`src/rtl/tone_phase_bank_pkg.sv`:
```
// Shared constants, loader state encoding and the note increment table for
// the multi-channel tone phase generator.
package tone_phase_bank_pkg;

  localparam int NOTE_W = 5;
  localparam int NOTES  = 24;
  localparam int OCT_W  = 2;
  localparam int JUMP_W = 7;
  localparam int REM_W  = 29;
  // Wide enough for a base jump shifted up by the largest octave.
  localparam int INC_W  = JUMP_W + (1 << OCT_W) - 1;

  localparam logic [REM_W-1:0] FRAC_DEN = 29'd100000000;

  typedef enum logic [1:0] {
    LD_IDLE   = 2'd0,
    LD_LOOKUP = 2'd1,
    LD_SHIFT  = 2'd2,
    LD_COMMIT = 2'd3
  } ld_state_e;

  typedef struct packed {
    logic [JUMP_W-1:0] jump;
    logic [REM_W-1:0]  rem;
  } note_inc_t;

  // Phase increment per sample, as integer jump plus rem/FRAC_DEN.
  function automatic note_inc_t note_table(input logic [NOTE_W-1:0] idx);
    note_inc_t e;
    case (idx)
      5'd0:    e = '{7'd16, 29'd74403618};
      5'd1:    e = '{7'd17, 29'd73968838};
      5'd2:    e = '{7'd18, 29'd79454515};
      5'd3:    e = '{7'd19, 29'd91212696};
      5'd4:    e = '{7'd21, 29'd9616364};
      5'd5:    e = '{7'd22, 29'd35060681};
      5'd6:    e = '{7'd23, 29'd67964305};
      5'd7:    e = '{7'd25, 29'd8770790};
      5'd8:    e = '{7'd26, 29'd57950065};
      5'd9:    e = '{7'd28, 29'd16000000};
      5'd10:   e = '{7'd29, 29'd83448074};
      5'd11:   e = '{7'd31, 29'd60853128};
      5'd12:   e = '{7'd33, 29'd48807236};
      5'd13:   e = '{7'd35, 29'd47937677};
      5'd14:   e = '{7'd37, 29'd58909029};
      5'd15:   e = '{7'd39, 29'd82425392};
      5'd16:   e = '{7'd42, 29'd19232728};
      5'd17:   e = '{7'd44, 29'd70121362};
      5'd18:   e = '{7'd47, 29'd35928611};
      5'd19:   e = '{7'd50, 29'd17541581};
      5'd20:   e = '{7'd53, 29'd15900129};
      5'd21:   e = '{7'd56, 29'd32000000};
      5'd22:   e = '{7'd59, 29'd66896147};
      5'd23:   e = '{7'd63, 29'd21706256};
      default: e = '0;
    endcase
    return e;
  endfunction

endpackage

```
`src/rtl/tone_phase_bank_rom.sv`:
```
// Combinational note index to (jump, rem) lookup; out-of-range notes give
// a zero increment so key-off needs no special path.
module tone_note_rom
  import tone_phase_bank_pkg::*;
(
  input  logic [NOTE_W-1:0] note_i,
  output logic [JUMP_W-1:0] jump_o,
  output logic [REM_W-1:0]  rem_o
);

  note_inc_t entry;

  always_comb begin
    entry = note_table(note_i);
    if (note_i >= NOTE_W'(NOTES)) begin
      entry = '0;
    end
    jump_o = entry.jump;
    rem_o  = entry.rem;
  end

endmodule

```
`src/rtl/tone_phase_bank.sv`:
```
// Multi-channel phase accumulator bank with a shared note loader that turns
// note plus octave into a jump/remainder increment, one octave per cycle.
module tone_phase_bank
  import tone_phase_bank_pkg::*;
#(
  parameter  int CHANNELS = 4,
  parameter  int PHASE_W  = 16,
  localparam int CH_W     = (CHANNELS > 1) ? $clog2(CHANNELS) : 1
) (
  input  logic                          clk,
  input  logic                          rst,
  input  logic                          sample_tick,
  input  logic                          note_valid,
  output logic                          note_ready,
  input  logic [CH_W-1:0]               note_chan,
  input  logic [NOTE_W-1:0]             note,
  input  logic [OCT_W-1:0]              octave,
  input  logic                          retrig,
  output logic [CHANNELS*PHASE_W-1:0]   phase,
  output logic [CHANNELS-1:0]           active,
  output ld_state_e                     dbg_state
);

  // Handshake: a load transfers on any cycle where note_valid && note_ready;
  // note_ready is high only while the loader sits in LD_IDLE.

  ld_state_e          state_q, state_d;
  logic [CH_W-1:0]    chan_q, chan_d;
  logic [NOTE_W-1:0]  note_q, note_d;
  logic [OCT_W-1:0]   oct_q, oct_d;
  logic               retrig_q, retrig_d;
  logic [OCT_W-1:0]   cnt_q, cnt_d;
  logic [INC_W-1:0]   j_q, j_d;
  logic [REM_W-1:0]   r_q, r_d;
  logic [REM_W:0]     r2;

  logic [JUMP_W-1:0]  rom_jump;
  logic [REM_W-1:0]   rom_rem;
  logic               koff;

  logic [PHASE_W-1:0] phase_q [CHANNELS];
  logic [PHASE_W-1:0] phase_d [CHANNELS];
  logic [REM_W-1:0]   frac_q  [CHANNELS];
  logic [REM_W-1:0]   frac_d  [CHANNELS];
  logic [INC_W-1:0]   jump_q  [CHANNELS];
  logic [INC_W-1:0]   jump_d  [CHANNELS];
  logic [REM_W-1:0]   rem_q   [CHANNELS];
  logic [REM_W-1:0]   rem_d   [CHANNELS];
  logic [CHANNELS-1:0] active_q, active_d;

  tone_note_rom u_rom (
    .note_i (note_q),
    .jump_o (rom_jump),
    .rem_o  (rom_rem)
  );

  assign koff = (note_q >= NOTE_W'(NOTES));

  always_comb begin
    state_d  = state_q;
    chan_d   = chan_q;
    note_d   = note_q;
    oct_d    = oct_q;
    retrig_d = retrig_q;
    cnt_d    = cnt_q;
    j_d      = j_q;
    r_d      = r_q;
    r2       = {r_q, 1'b0};
    case (state_q)
      LD_IDLE: begin
        if (note_valid) begin
          chan_d   = note_chan;
          note_d   = note;
          oct_d    = octave;
          retrig_d = retrig;
          state_d  = LD_LOOKUP;
        end
      end
      LD_LOOKUP: begin
        j_d   = INC_W'(rom_jump);
        r_d   = rom_rem;
        cnt_d = oct_q;
        state_d = (koff || oct_q == '0) ? LD_COMMIT : LD_SHIFT;
      end
      LD_SHIFT: begin
        // r < FRAC_DEN on entry, so 2r needs at most one subtraction.
        if (r2 >= {1'b0, FRAC_DEN}) begin
          r2  = r2 - {1'b0, FRAC_DEN};
          j_d = {j_q[INC_W-2:0], 1'b1};
        end else begin
          j_d = {j_q[INC_W-2:0], 1'b0};
        end
        r_d   = r2[REM_W-1:0];
        cnt_d = cnt_q - OCT_W'(1);
        if (cnt_q == OCT_W'(1)) begin
          state_d = LD_COMMIT;
        end
      end
      LD_COMMIT: begin
        state_d = LD_IDLE;
      end
      default: begin
        state_d = LD_IDLE;
      end
    endcase
  end

  always_comb begin
    logic [REM_W-1:0] sum;
    logic             carry;
    active_d = active_q;
    for (int i = 0; i < CHANNELS; i++) begin
      phase_d[i] = phase_q[i];
      frac_d[i]  = frac_q[i];
      jump_d[i]  = jump_q[i];
      rem_d[i]   = rem_q[i];
      sum        = frac_q[i] + rem_q[i];
      carry      = (sum >= FRAC_DEN);
      if (sample_tick) begin
        if (active_q[i]) begin
          frac_d[i]  = carry ? (sum - FRAC_DEN) : sum;
          phase_d[i] = phase_q[i] + PHASE_W'(jump_q[i]) + PHASE_W'(carry);
        end else begin
          phase_d[i] = '0;
          frac_d[i]  = '0;
        end
      end
      // A commit overrides a coincident tick only when it resets the phase.
      if (state_q == LD_COMMIT && chan_q == CH_W'(i)) begin
        jump_d[i]   = j_q;
        rem_d[i]    = r_q;
        active_d[i] = !koff;
        if (retrig_q || koff) begin
          phase_d[i] = '0;
          frac_d[i]  = '0;
        end
      end
    end
  end

  always_ff @(posedge clk) begin
    if (rst) begin
      state_q  <= LD_IDLE;
      chan_q   <= '0;
      note_q   <= '0;
      oct_q    <= '0;
      retrig_q <= 1'b0;
      cnt_q    <= '0;
      j_q      <= '0;
      r_q      <= '0;
      active_q <= '0;
      for (int i = 0; i < CHANNELS; i++) begin
        phase_q[i] <= '0;
        frac_q[i]  <= '0;
        jump_q[i]  <= '0;
        rem_q[i]   <= '0;
      end
    end else begin
      state_q  <= state_d;
      chan_q   <= chan_d;
      note_q   <= note_d;
      oct_q    <= oct_d;
      retrig_q <= retrig_d;
      cnt_q    <= cnt_d;
      j_q      <= j_d;
      r_q      <= r_d;
      active_q <= active_d;
      for (int i = 0; i < CHANNELS; i++) begin
        phase_q[i] <= phase_d[i];
        frac_q[i]  <= frac_d[i];
        jump_q[i]  <= jump_d[i];
        rem_q[i]   <= rem_d[i];
      end
    end
  end

  assign note_ready = (state_q == LD_IDLE);
  assign active     = active_q;
  assign dbg_state  = state_q;

  for (genvar g = 0; g < CHANNELS; g++) begin : g_phase_out
    assign phase[g*PHASE_W +: PHASE_W] = phase_q[g];
  end

endmodule

```
`config.mk`:
```
export PLATFORM = sky130hd
export DESIGN_NAME = tone_phase_bank
export DESIGN_NICKNAME = d
export VERILOG_FILES = /design/src/rtl/tone_phase_bank_pkg.sv /design/src/rtl/tone_phase_bank_rom.sv /design/src/rtl/tone_phase_bank.sv
export SDC_FILE = /design/constraint.sdc
export NUM_CORES = 1
export LEC_CHECK = 0
export ABC_AREA = 1
export BUFFER_PORTS_ARGS = -buffer_cell sky130_fd_sc_hd__buf_2
export CORE_UTILIZATION = 35
export DETAILED_ROUTE_END_ITERATION = 12
export SYNTH_ARGS = -nofsm -noshare
export SYNTH_HDL_FRONTEND = slang
export SYNTH_HIERARCHICAL = 1
export SYNTH_SLANG_ARGS = --single-unit
```
`constraint.sdc`:
```
create_clock -name clk -period 8.12 [get_ports clk]
set_input_delay 1.218 -clock clk [delete_from_list [all_inputs] [get_ports clk]]
set_output_delay 1.218 -clock clk [all_outputs]
set_load 0.02 [all_outputs]
```
# Word-level counts from Yosys, hierarchy flattened
# Memory sizes are Yosys's and may differ from the RTL's. A register that Yosys moved wholly into a read port is not among the register bits.
# Cells that the tools add are included.
[word_totals]
wordCells = 154
reg_bits = 57
inputBits = 14
mem_count = 5
output_inout_bits = 71
latch_bits = 0
rom_bits = 1056
mem_bits_rw = 336
[op_classes]
multipliers = 0
mux = 75
eq_ne = 9
div_mod_pow = 0
shift = 0
magnitude_cmp = 6
n_addsub = 18
reduce_logical = 13
bitwise = 16
[mem_list]
columns = ["name", "depth", "width", "read_ports", "rd_ports_with_merged_regs", "write_ports", "line", "text"]
rows = [
  ["(no name shown)", 32, 33, 1, 1, 0, "tone_phase_bank_pkg.sv:30", "case (idx)"],
  ["frac_q", 4, 29, 4, 0, 4, "tone_phase_bank.sv:43", "logic [REM_W-1:0] frac_q [CHANNELS];"],
  ["rem_q", 4, 29, 4, 0, 4, "tone_phase_bank.sv:47", "logic [REM_W-1:0] rem_q [CHANNELS];"],
  ["phase_q", 4, 16, 4, 0, 4, "tone_phase_bank.sv:41", "logic [PHASE_W-1:0] phase_q [CHANNELS];"],
  ["jump_q", 4, 10, 4, 0, 4, "tone_phase_bank.sv:45", "logic [INC_W-1:0] jump_q [CHANNELS];"],
]
[ops]
columns = ["cell", "n"]
rows = [
  ["$mux W29", 33],
  ["$mux W16", 20],
  ["$sub A29 B27 Y29 const B", 5],
  ["$add A29 B29 Y29", 4],
  ["$ge A29 B27 Y1 const B", 4],
  ["$mux W10", 8],
  ["$add A16 B1 Y16", 4],
  ["$add A16 B10 Y16", 4],
  ["$pmux W29 S2", 1],
  ["$mux W36", 1],
  ["$ge A30 B27 Y1 const B", 1],
  ["$pmux W10 S2", 1],
  ["$or A1 B1 Y1", 16],
  ["$mux W5", 2],
  ["$eq A2 B2 Y1 const B", 4],
  ["$pmux W2 S4", 1],
  ["$eq A2 B1 Y1 const B", 3],
  ["$logic_not A2 Y1", 3],
  ["$ge A5 B5 Y1 const B", 1],
  ["$mux W1", 5],
  ["$logic_and A1 B1 Y1", 4],
  ["$mux W2", 2],
  ["$ne A2 B2 Y1 const B", 2],
  ["$pmux W2 S2", 1],
  ["5 further kinds", 7],
]

# Depth between registers and ports, before layout
# Gate-level depths: netlist of run 1.
# An unclocked memory read counts as a cell.
[depth]
depth_word = 9
ltp_mapped = 43

# Modules after synthesis
# The synthesis of run 1 kept the hierarchy.
[by_module_without_submodules]
columns = ["mod", "seq_area_each_um2", "instances", "area_per_inst_um2", "cells_per_inst"]
rows = [
  ["tone_phase_bank", 7867.5, 1, 28427.3, 4740],
  ["tone_note_rom", 0.0, 1, 1249.9, 255],
]

# Least setup slack after synthesis of run 1
# No wires, ideal clock.
[synth_timing]
path_kind = "register -> register"
start = "memory rem_q[0][0]"
end = "memory phase_q[0][14]"
t_arrival_ns = 4.811
path_stages_with_launch = 42
setup_ns = 0.113
path_slack_ns = 3.196
synth_period_minus_slack_ns = 4.924
t_required_ns = 8.007
path_buffers = 0
cell_sequence = "dfxtp_1 > ha_1 > inv_1 > fa_1 > inv_1 > nand3_1 > nand2_1 > nand2_1 > nand2_2 > xor2_1 > ha_1 > nand3b_1 > nor2_1 > nand3_1 > nor2_1 > nand2_1 > nor2_1 > nand2_1 > [... 6 more ...] > fa_1 > fa_1 > inv_1 > nand3_1 > nand2_1 > nand2_1 > nand2_1 > a21oi_1 > nor2_1 > o21ai_0 > nand2_1 > a21oi_1 > o21ai_0 > nand2_1 > nor2_1 > nand2_1 > nor2_1 > nor2_1"
[synth_rtl]
columns = ["element", "line"]
rows = [
  ["start, declared", "tone_phase_bank.sv:47"],
  ["end, declared", "tone_phase_bank.sv:41"],
]

==> metrics.md, run 1 <==
| Metric | Value |
|---|---|
| # rows | `approximately 110` |
| LEAKAGE | `15.95 nW` |
| Synth Area per Inst | `between 5 and 6 um2` |
| CP Capture Point | `phase_q[1][14]$_SDFF_PP0_` |
| Number of global-route vias before repair | `about 28000` |
| Highest clock rate | `between 150 and 200 MHz` |
| Placed wire-length estimate | `77.58 mm` |
| Final Wtd Congestion | `a little under 1` |
| Dominant cells by area after synthesis | `dfxtp_1 (27%), nand2_1 (20%), inv_1 (9.3%), a21oi_1 (8.2%), ha_1 (7.3%)` |
| Flop-to-flop setup slack | `roughly 2200 ps` |
| Max-slew violation count | `0` |
| Worst setup timing slack at the placement stage | `roughly 2200 ps` |
| Yosys top cell area share | `around a quarter` |
| Worst vdd ir | `roughly 0.00018 V` |
| CP Max Fanout | `33` |
| Crit path required time | `around 8700 ps` |
| Clock buffer count from CTS | `between 40 and 50` |
| Slew HR | `about a third` |
| Die X-Extent | `approximately 290 um` |
| Post-synth top area cell | `dfxtp_1` |
| Cell count of the worst reg-to-reg path | `39` |
| Transition at the pin with the smallest max-transition slack | `about 1000 ps` |
| P&R area growth vs syn | `10.23%` |
| PD cells | `199.4 mW/mm2` |
| Number of enable flip-flop cells after synthesis | `0` |
| Die Y-Extent | `293.2 um` |
| Startpoint of the worst-slack reg-to-reg timing path | `rem_q[1][0]$_SDFFE_PP0P_` |
| Top-level port count | `85` |
| Area of the core | `~0.084 mm2` |
| Die area | `between 0.08 and 0.09 mm2` |
| Count of mapped cells out of synthesis | `4995` |
| Antenna fix cells | `0` |
| Number of cells upsized or downsized after cts | `0` |
| Number of nets in the layout | `5207` |
| Minimum clock period after layout | `just under 6000 ps` |
| Average vias per placed instance | `5.038` |
| Starting Density | `between 30 and 40%` |
| Cell with the biggest individual delay on the critical path | `fa_1` |
| Unrepaired setup endpoints after global routing | `no` |
| Cell at the root of the clock tree | `clkbuf_16` |
| Final count of negative-setup-slack endpoints | `0` |
| All-layer global routing usage | `between 20% and 30%` |
| Final worst-path setup slack | `2179 ps` |
| Hold bufs inserted after CTS | `0` |
| Cell area after synthesis | `0.02968 mm2` |
| Final worst path period share | `around three quarters` |
| Global-route wire length before repair | `roughly 160 mm` |
| Type of the worst setup path | `reg2reg` |
| Number of design rule violations left after detail routing | `0` |
| Max clock buf depth | `3` |
| Final routed wire length divided by cell count | `about 16 um` |
| Layout fillers | `9337` |
| Class of the tightest hold or removal check | `reg2reg` |
| Crit start category | `flop` |
| Total congestion overflow after global routing | `0` |
| Post-route clock skew | `around 51 ps` |
| Reg2reg end | `phase_q[1][14]$_SDFF_PP0_` |
| CTS tree | `done` |
| Overall routed net length | `slightly above 100 mm` |
| Antenna viol nets, final | `0` |
| Sequential cell area fraction in the yosys report | `26.51%` |
| Fraction of layout instances using a drive strength above 1 | `6.122%` |
| HP Start | `phase_q[2][15]$_SDFF_PP0_` |
| Initial DRC count | `between 2000 and 3000` |
| Count of clock tree sinks | `between 300 and 400` |
| Post-CTS setup-driven buffer insertion count | `0` |
| Clock Pin Slew Worst Setup and Hold Paths | `approximately 60 ps` |
| Fraction of registers with async set or reset after synthesis | `0%` |
| Antenna violations before repair | `1` |
| Launching instance or port of the critical path | `rem_q[1][0]$_SDFFE_PP0P_` |
| Arrival time of the worst setup path | `about 6500 ps` |
| Number of port buffers | `84` |
| Total vias in the final route | `slightly above 30000` |
| Register bit count reported by yosys | `just under 400` |
| Distinct cell type count after synthesis | `between 50 and 60` |
| Commonest non-fill, non-tap cell in the layout | `nand2_1` |
| Outcome | `complete, no violations` |
| Final-report hold violation count | `0` |
| Most frequent cells in the layout | `nand2_1 (1611), inv_1 (739), a21oi_1 (488)` |
| Count of synthesis-stage warnings from yosys | `6` |
| Detailed Routing Iterations Pass 1 | `6` |
| Most used flip-flop cell after synthesis | `dfxtp_1` |
| Count of max-cap constraint violations | `0` |
| Category of the worst setup path capture point | `flop` |
| Most used cell along the critical path | `nand2_1` |
| Fin Setup TNS | `0 ps` |
| Level count of the clock H-tree | `2` |
| Largest net degree at the start of global routing | `~100` |
| Clk Latency, worst-skew pair | `around 640 ps` |
| Delay of the slowest cell on the worst path | `460 ps` |
## report_power, final
group          switching, W  internal (W)
logic               0.00143      0.000468
registers          0.000178       0.00208
clock network      0.000949       0.00142
total               0.00256       0.00396
## synthesized netlist by cell type (14+ instances only)
master    instances
nand2_2          38
ha_1            174
nor3_1           23
nand2_1        1611
nand4_1          65
nor2_2           37
o221ai_1         18
a31oi_1          15
xor2_1           14
a21oi_1         488
dfxtp_1         393
inv_1           739
and2_1           24
nor2_1          364
o21ai_0         287
nand3_1         400
nand3b_1         25
clkbuf_1         98
o21ai_1          14
## how the worst min path moves through the flow
stage,slack [ps],depth (start not counted),endpoint
after floorplan,430,2,jump_q[3][2]$_SDFFE_PP0P_
after global placement,430,1,phase_q[3][15]$_SDFF_PP0_
after detailed placement,440,1,phase_q[2][15]$_SDFF_PP0_
after CTS,450,1,phase_q[3][15]$_SDFF_PP0_
after global routing,480,2,rem_q[3][27]$_SDFFE_PP0P_
final,450,1,phase_q[2][15]$_SDFF_PP0_
## per-layer routing
metal	part of all wire, %	track usage [%]
met4	3.1	7.101
met1	48	32.66
met3	5.6	2.746
met2	44	36.82
met5	0	0
## flip-flops by register name (all words and copies together), names as in the netlist
signal and flops:
chan_q 2, r_q 29, oct_q 2, rem_q 116, note_q 5, retrig_q 1
dbg_state 2, active 4, jump_q 40, j_q 10, frac_q 116, phase_q 64
cnt_q 2
## cell families (layout without fill, tap and decap cells)
kind of cell / Yosys count / after routing / synth area share [%]
XOR/XNOR: 27 / 27 / 0.7968
flip-flops: 393 / 393 / 26.51
buffers and inverters: 902 / 952 / 11.95
AND/OR/NAND/NOR: 2620 / 2620 / 37.22
adder cells (fa/ha/maj): 186 / 186 / 8.145
other: 1 / 3 / 0.01264
AO/OA/AOI/OAI: 866 / 866 / 15.36
## worst max-delay path: cells and delay by family (launching register included)
family,cells,cell delay [ps]
xor+xnor,1,120
simple gates,22,2600
compound gates,6,610
flops,1,330
fa+ha+maj,5,1580
buf+inv,5,600
## through the flow
stage / hold slack (ps) / util (%) / std cells / total power, W / cell area, um2
after global routing: 475.8 / 39.03 / 6181 / 0.006826 / 32710
after detailed placement: 438.4 / 36.98 / 6091 / 0.004141 / 31000
after CTS: 449.1 / 39.03 / 6181 / 0.006519 / 32710
after global placement: 428.4 / 36.98 / 6091 / 0.004147 / 31000
final: 445.4 / 39.03 / 6181 / 0.006524 / 32710
after floorplan: 427.4 / - / 4997 / 0.003450 / 29680
## layout make-up
cell class | count | area [um2] | share of cell area, %
Clock buffer | 62 | 1324 | 4.047
Clock inverter | 28 | 394.1 | 1.205
Inverter | 762 | 2868 | 8.766
Multi-Input combinational cell | 3702 | 18300 | 55.94
Sequential cell | 393 | 7868 | 24.05
Tap cell | 1134 | 1419 | 4.337
Timing Repair Buffer | 100 | 540.5 | 1.652
No activity file was read; power rests on OpenSTA's default activity.
==> inputs of run 2 (changes only) <==
Settings changed: ABC_AREA 1 to 0.
Clock period 8.12 ns to 5.25 ns, I/O delays scaled along.
==> metrics.md, run 2 <==
| Metric | Value |
|---|---|
| Cell at the root of the clock tree | `clkbuf_16 (unchanged)` |
| Die area | `0.07716 mm2 (was 0.08596 mm2)` |
| Delay of the slowest cell on the worst path | `530 ps (was 460 ps)` |
| Clock buffer count from CTS | `46 (was 48)` |
| Buf+Inv Stages, Crit Path | `5 (unchanged)` |
| Max-slew violation count | `0 (unchanged)` |
| Category of the worst setup path capture point | `flop (unchanged)` |
| Fraction of power spent switching nets | `33.49% (was 39.26%)` |
| Crit start category | `flop (unchanged)` |
| Total vias in the final route | `26135 (was 31140)` |
| Fraction of layout instances using a drive strength above 1 | `21.60% (was 6.122%)` |
| Arrival time of the worst setup path | `6330 ps (was 6470 ps)` |
| Most used flip-flop cell after synthesis | `dfxtp_1 (unchanged)` |
| Placed cell count | `4735 (was 6091)` |
| Post-route clock skew | `28.86 ps (was 50.84 ps)` |
| All-layer global routing usage | `21.39% (was 23.20%)` |
| Synth top cells by count | `nand2_1 (621), dfxtp_1 (393), a21oi_1 (374) (was nand2_1 (1611), inv_1 (739), a21oi_1 (488))` |
| Commonest non-fill, non-tap cell in the layout | `nand2_1 (unchanged)` |
| Number of design rule violations left after detail routing | `0 (unchanged)` |
| Average vias per placed instance | `5.349 (was 5.038)` |
| Startpoint of the worst-slack reg-to-reg timing path | `rem_q[0][0]$_SDFFE_PP0P_ (was rem_q[1][0]$_SDFFE_PP0P_)` |
| P&R area growth vs syn | `24.20% (was 10.23%)` |
| CP Capture Point | `phase_q[0][8]$_SDFF_PP0_ (was phase_q[1][14]$_SDFF_PP0_)` |
| Core Util, Final | `44.19% (was 39.03%)` |
| Number of global-route vias before repair | `24671 (was 28062)` |
| Hold bufs inserted after CTS | `0 (unchanged)` |
| Max clock buf depth | `3 (unchanged)` |
| Final Wtd Congestion | `0.9018 (was 0.9652)` |
| Overall routed net length | `84.71 mm (was 102.0 mm)` |
| Final worst path period share | `110.7% (was 73.16%)` |
| Synth Area per Inst | `7.562 um2 (was 5.941 um2)` |
| Register bit count reported by yosys | `393 (unchanged)` |
| Fraction of registers with async set or reset after synthesis | `0% (unchanged)` |
| Dominant cells by area after synthesis | `dfxtp_1 (30%), nand2_1 (8.8%), ha_1 (8.2%), a21oi_1 (7.0%), nor2_1 (4.4%) (was dfxtp_1 (27%), nand2_1 (20%), inv_1 (9.3%), a21oi_1 (8.2%), ha_1 (7.3%))` |
| Count of synthesis-stage warnings from yosys | `6 (unchanged)` |
| Clk Latency, worst-skew pair | `600 ps (was 640 ps)` |
| Outcome | `complete, but fails checks (was complete, no violations)` |
| Net Sw Power | `0.002973 W (was 0.002561 W)` |
| Clock Pin Slew Worst Setup and Hold Paths | `60 ps (about the same)` |
| Class of the tightest hold or removal check | `in2reg (was reg2reg)` |
| CTS tree | `done (unchanged)` |
| Final count of negative-setup-slack endpoints | `36 (was 0)` |
| CP Max Fanout | `2 (was 33)` |
| Unrepaired setup endpoints after global routing | `yes (was no)` |
| Cell area after synthesis | `0.02662 mm2 (was 0.02968 mm2)` |
| Registers with the most flip-flops | `frac_q x116, rem_q x116, phase_q x64 (unchanged)` |
| Minimum clock period after layout | `5813 ps (was 5941 ps)` |
| Top-level port count | `85 (unchanged)` |
| PD cells | `268.5 mW/mm2 (was 199.4 mW/mm2)` |
| Global-route wire length before repair | `133.9 mm (was 158.2 mm)` |
| Total congestion overflow after global routing | `0 (unchanged)` |
| Cell with the biggest individual delay on the critical path | `or4_4 (was fa_1)` |
| Antenna violations before repair | `0 (was 1)` |
| Share of power burned in combinational logic | `20.8% (was 29.2%)` |
| Initial DRC count | `1830 (was 2556)` |
| # rows | `100 (was 106)` |
| Most frequent cells in the layout | `nand2_1 (615), buf_4 (428), dfxtp_1 (382) (was nand2_1 (1611), inv_1 (739), a21oi_1 (488))` |
| Level count of the clock H-tree | `2 (unchanged)` |
| Die X-Extent | `277.8 um (was 293.2 um)` |
| Number of nets in the layout | `4082 (was 5207)` |
| Slew HR | `28.22% (was 33.35%)` |
| Final worst-path setup slack | `-563.5 ps (was 2179 ps)` |
| Non-filler instance count after layout | `4886 (was 6181)` |
| Clock share of power | `38.8% (was 36.2%)` |
| Number of stages on the worst setup path | `32 (was 39)` |
| Distinct cell type count after synthesis | `112 (was 56)` |
| Starting Density | `35.58% (was 35.41%)` |
| Detailed Routing Iterations Pass 1 | `5 (was 6)` |
| Count of max-cap constraint violations | `0 (unchanged)` |
| Reg2reg end | `phase_q[0][8]$_SDFF_PP0_ (was phase_q[1][14]$_SDFF_PP0_)` |
| Antenna fix cells | `0 (unchanged)` |
| Type of the worst setup path | `reg2reg (unchanged)` |
| Largest net degree at the start of global routing | `122 (was 101)` |
| Crit path required time | `5770 ps (was 8650 ps)` |
| Highest clock rate | `172.0 MHz (was 168.3 MHz)` |
| Number of enable flip-flop cells after synthesis | `0 (unchanged)` |
| Antenna viol nets, final | `0 (unchanged)` |
| Count of clock tree sinks | `393 (unchanged)` |
| LEAKAGE | `13.35 nW (was 15.95 nW)` |
| Die Y-Extent | `277.8 um (was 293.2 um)` |
| Count of mapped cells out of synthesis | `3520 (was 4995)` |
| Transition at the pin with the smallest max-transition slack | `1073 ps (was 998.7 ps)` |
| Post-layout total power | `0.008879 W (was 0.006524 W)` |
| Fin Setup TNS | `-9155 ps (was 0 ps)` |
| Top Family by Delay on Critical Path | `simple AND/OR/NAND/NOR gates (unchanged)` |
| Launching instance or port of the critical path | `rem_q[0][0]$_SDFFE_PP0P_ (was rem_q[1][0]$_SDFFE_PP0P_)` |
| Yosys top cell area share | `29.56% (was 26.51%)` |
| Final routed wire length divided by cell count | `17.34 um (was 16.50 um)` |
| Internal Dissipation | `0.005905 W (was 0.003963 W)` |
| Failing checks | `negative setup slack` |
| Cell count of the worst reg-to-reg path | `32 (was 39)` |
| Sequential cell area fraction in the yosys report | `29.56% (was 26.51%)` |
| Worst vdd ir | `0.0002533 V (was 0.0001831 V)` |
| Most frequent cell after synthesis | `nand2_1 (unchanged)` |
| Flop-to-flop setup slack | `-560 ps (was 2180 ps)` |
| Area of the core | `0.07482 mm2 (was 0.08382 mm2)` |
| Placed wire-length estimate | `60.19 mm (was 77.58 mm)` |
| Post-synth top area cell | `dfxtp_1 (unchanged)` |
| Sequential Power Share | `40.4% (was 34.6%)` |
| Final-report hold violation count | `0 (unchanged)` |
| Number of port buffers | `84 (unchanged)` |
==> run 2: cell count changes after synthesis, sizes merged, moves of 73 or more <==
cell	delta
nand2	-1030
inv	-635
nand3	-325
a21oi	-112
o21ai	-100
xnor2	+94
nor2	-80
xor2	+73
==> run 2: power groups by stage <==
stage / combinational, W / clock (W) / sequential [W]
2_1_floorplan: 0.00153 / 0 / 0.00328
3_5_place_dp: 0.00181 / 0 / 0.00364
6_report: 0.00184 / 0.00344 / 0.00359
4_1_cts: 0.00182 / 0.00352 / 0.00357
5_1_grt: 0.00204 / 0.00363 / 0.00359
3_3_place_gp: 0.00179 / 0 / 0.00364
==> run 2: worst min-delay path by stage <==
stage                                  start  depth (start not counted)                  endpoint  slack (ps)
finish                               note[4]                          3    note_q[4]$_SDFFE_PP0P_         440
global route                         note[2]                          3    note_q[2]$_SDFFE_PP0P_         450
CTS                                  note[4]                          3    note_q[4]$_SDFFE_PP0P_         420
detailed placement  frac_q[0][18]$_SDFF_PP0_                          2  frac_q[0][18]$_SDFF_PP0_         440
global placement    frac_q[2][16]$_SDFF_PP0_                          2  frac_q[2][16]$_SDFF_PP0_         440
floorplan           frac_q[0][10]$_SDFF_PP0_                          2  frac_q[0][10]$_SDFF_PP0_         430
==> run 2: through the flow <==
stage / hold slack (ps) / worst slack, ps / cell area (um2)
global route: 451.0 / -885.7 / 33060
CTS: 419.7 / -498.3 / 32740
detailed placement: 444.7 / -750.8 / 30330
global placement: 439.5 / -622.0 / 30330
finish: 437.9 / -563.5 / 33060
floorplan: 429.1 / -506.1 / 26830
==> run 2: cells by family after synthesis <==
kind of cell / share of synthesized area, %
buf+inv: 5.199
flops: 29.56
other cells: 0.01409
mux: 2.110
compound gates: 25.10
fa+ha+maj: 9.081
xor+xnor: 6.440
simple gates: 22.50
==> run 2: layer usage <==
metal | wire (um) | up-vias | GRT usage, %
met5 | 0 | - | 0
met4 | 2798 | 0 | 7.352
met3 | 4226 | 143 | 2.653
met2 | 38570 | 640 | 35.08
met1 | 39110 | 12209 | 28.79
li1 | - | 13143 | -
==> run 2: layout make-up <==
type,count,area (um2)
multi-input cells,2800,18160
inverters,118,442.9
clock buffers,63,1296
clock inverters,20,296.5
repair buffers,523,3764
flip-flops and latches,393,7886
fillers,7513,41760
well taps,969,1212
==> run 2: repair_timing <==
action / CTS / global route
setup buffers: 93 / 33
pin swaps: 77 / 125
gates cloned: 0 / 0
gates resized for setup: 74 / 100
endpoints found under the setup margin: 40 / 48
==> run 2: worst register-to-register path: cells and delay by family, from the launching register on <==
| kind | cells | cell delay (ps) |
|---|---|---|
| buffers and inverters | 5 | 440 |
| flip-flops | 1 | 330 |
| AND/OR/NAND/NOR | 12 | 2020 |
| XOR/XNOR | 1 | 60 |
| AO/OA/AOI/OAI | 9 | 1530 |
| adder cells (fa/ha/maj) | 5 | 1340 |
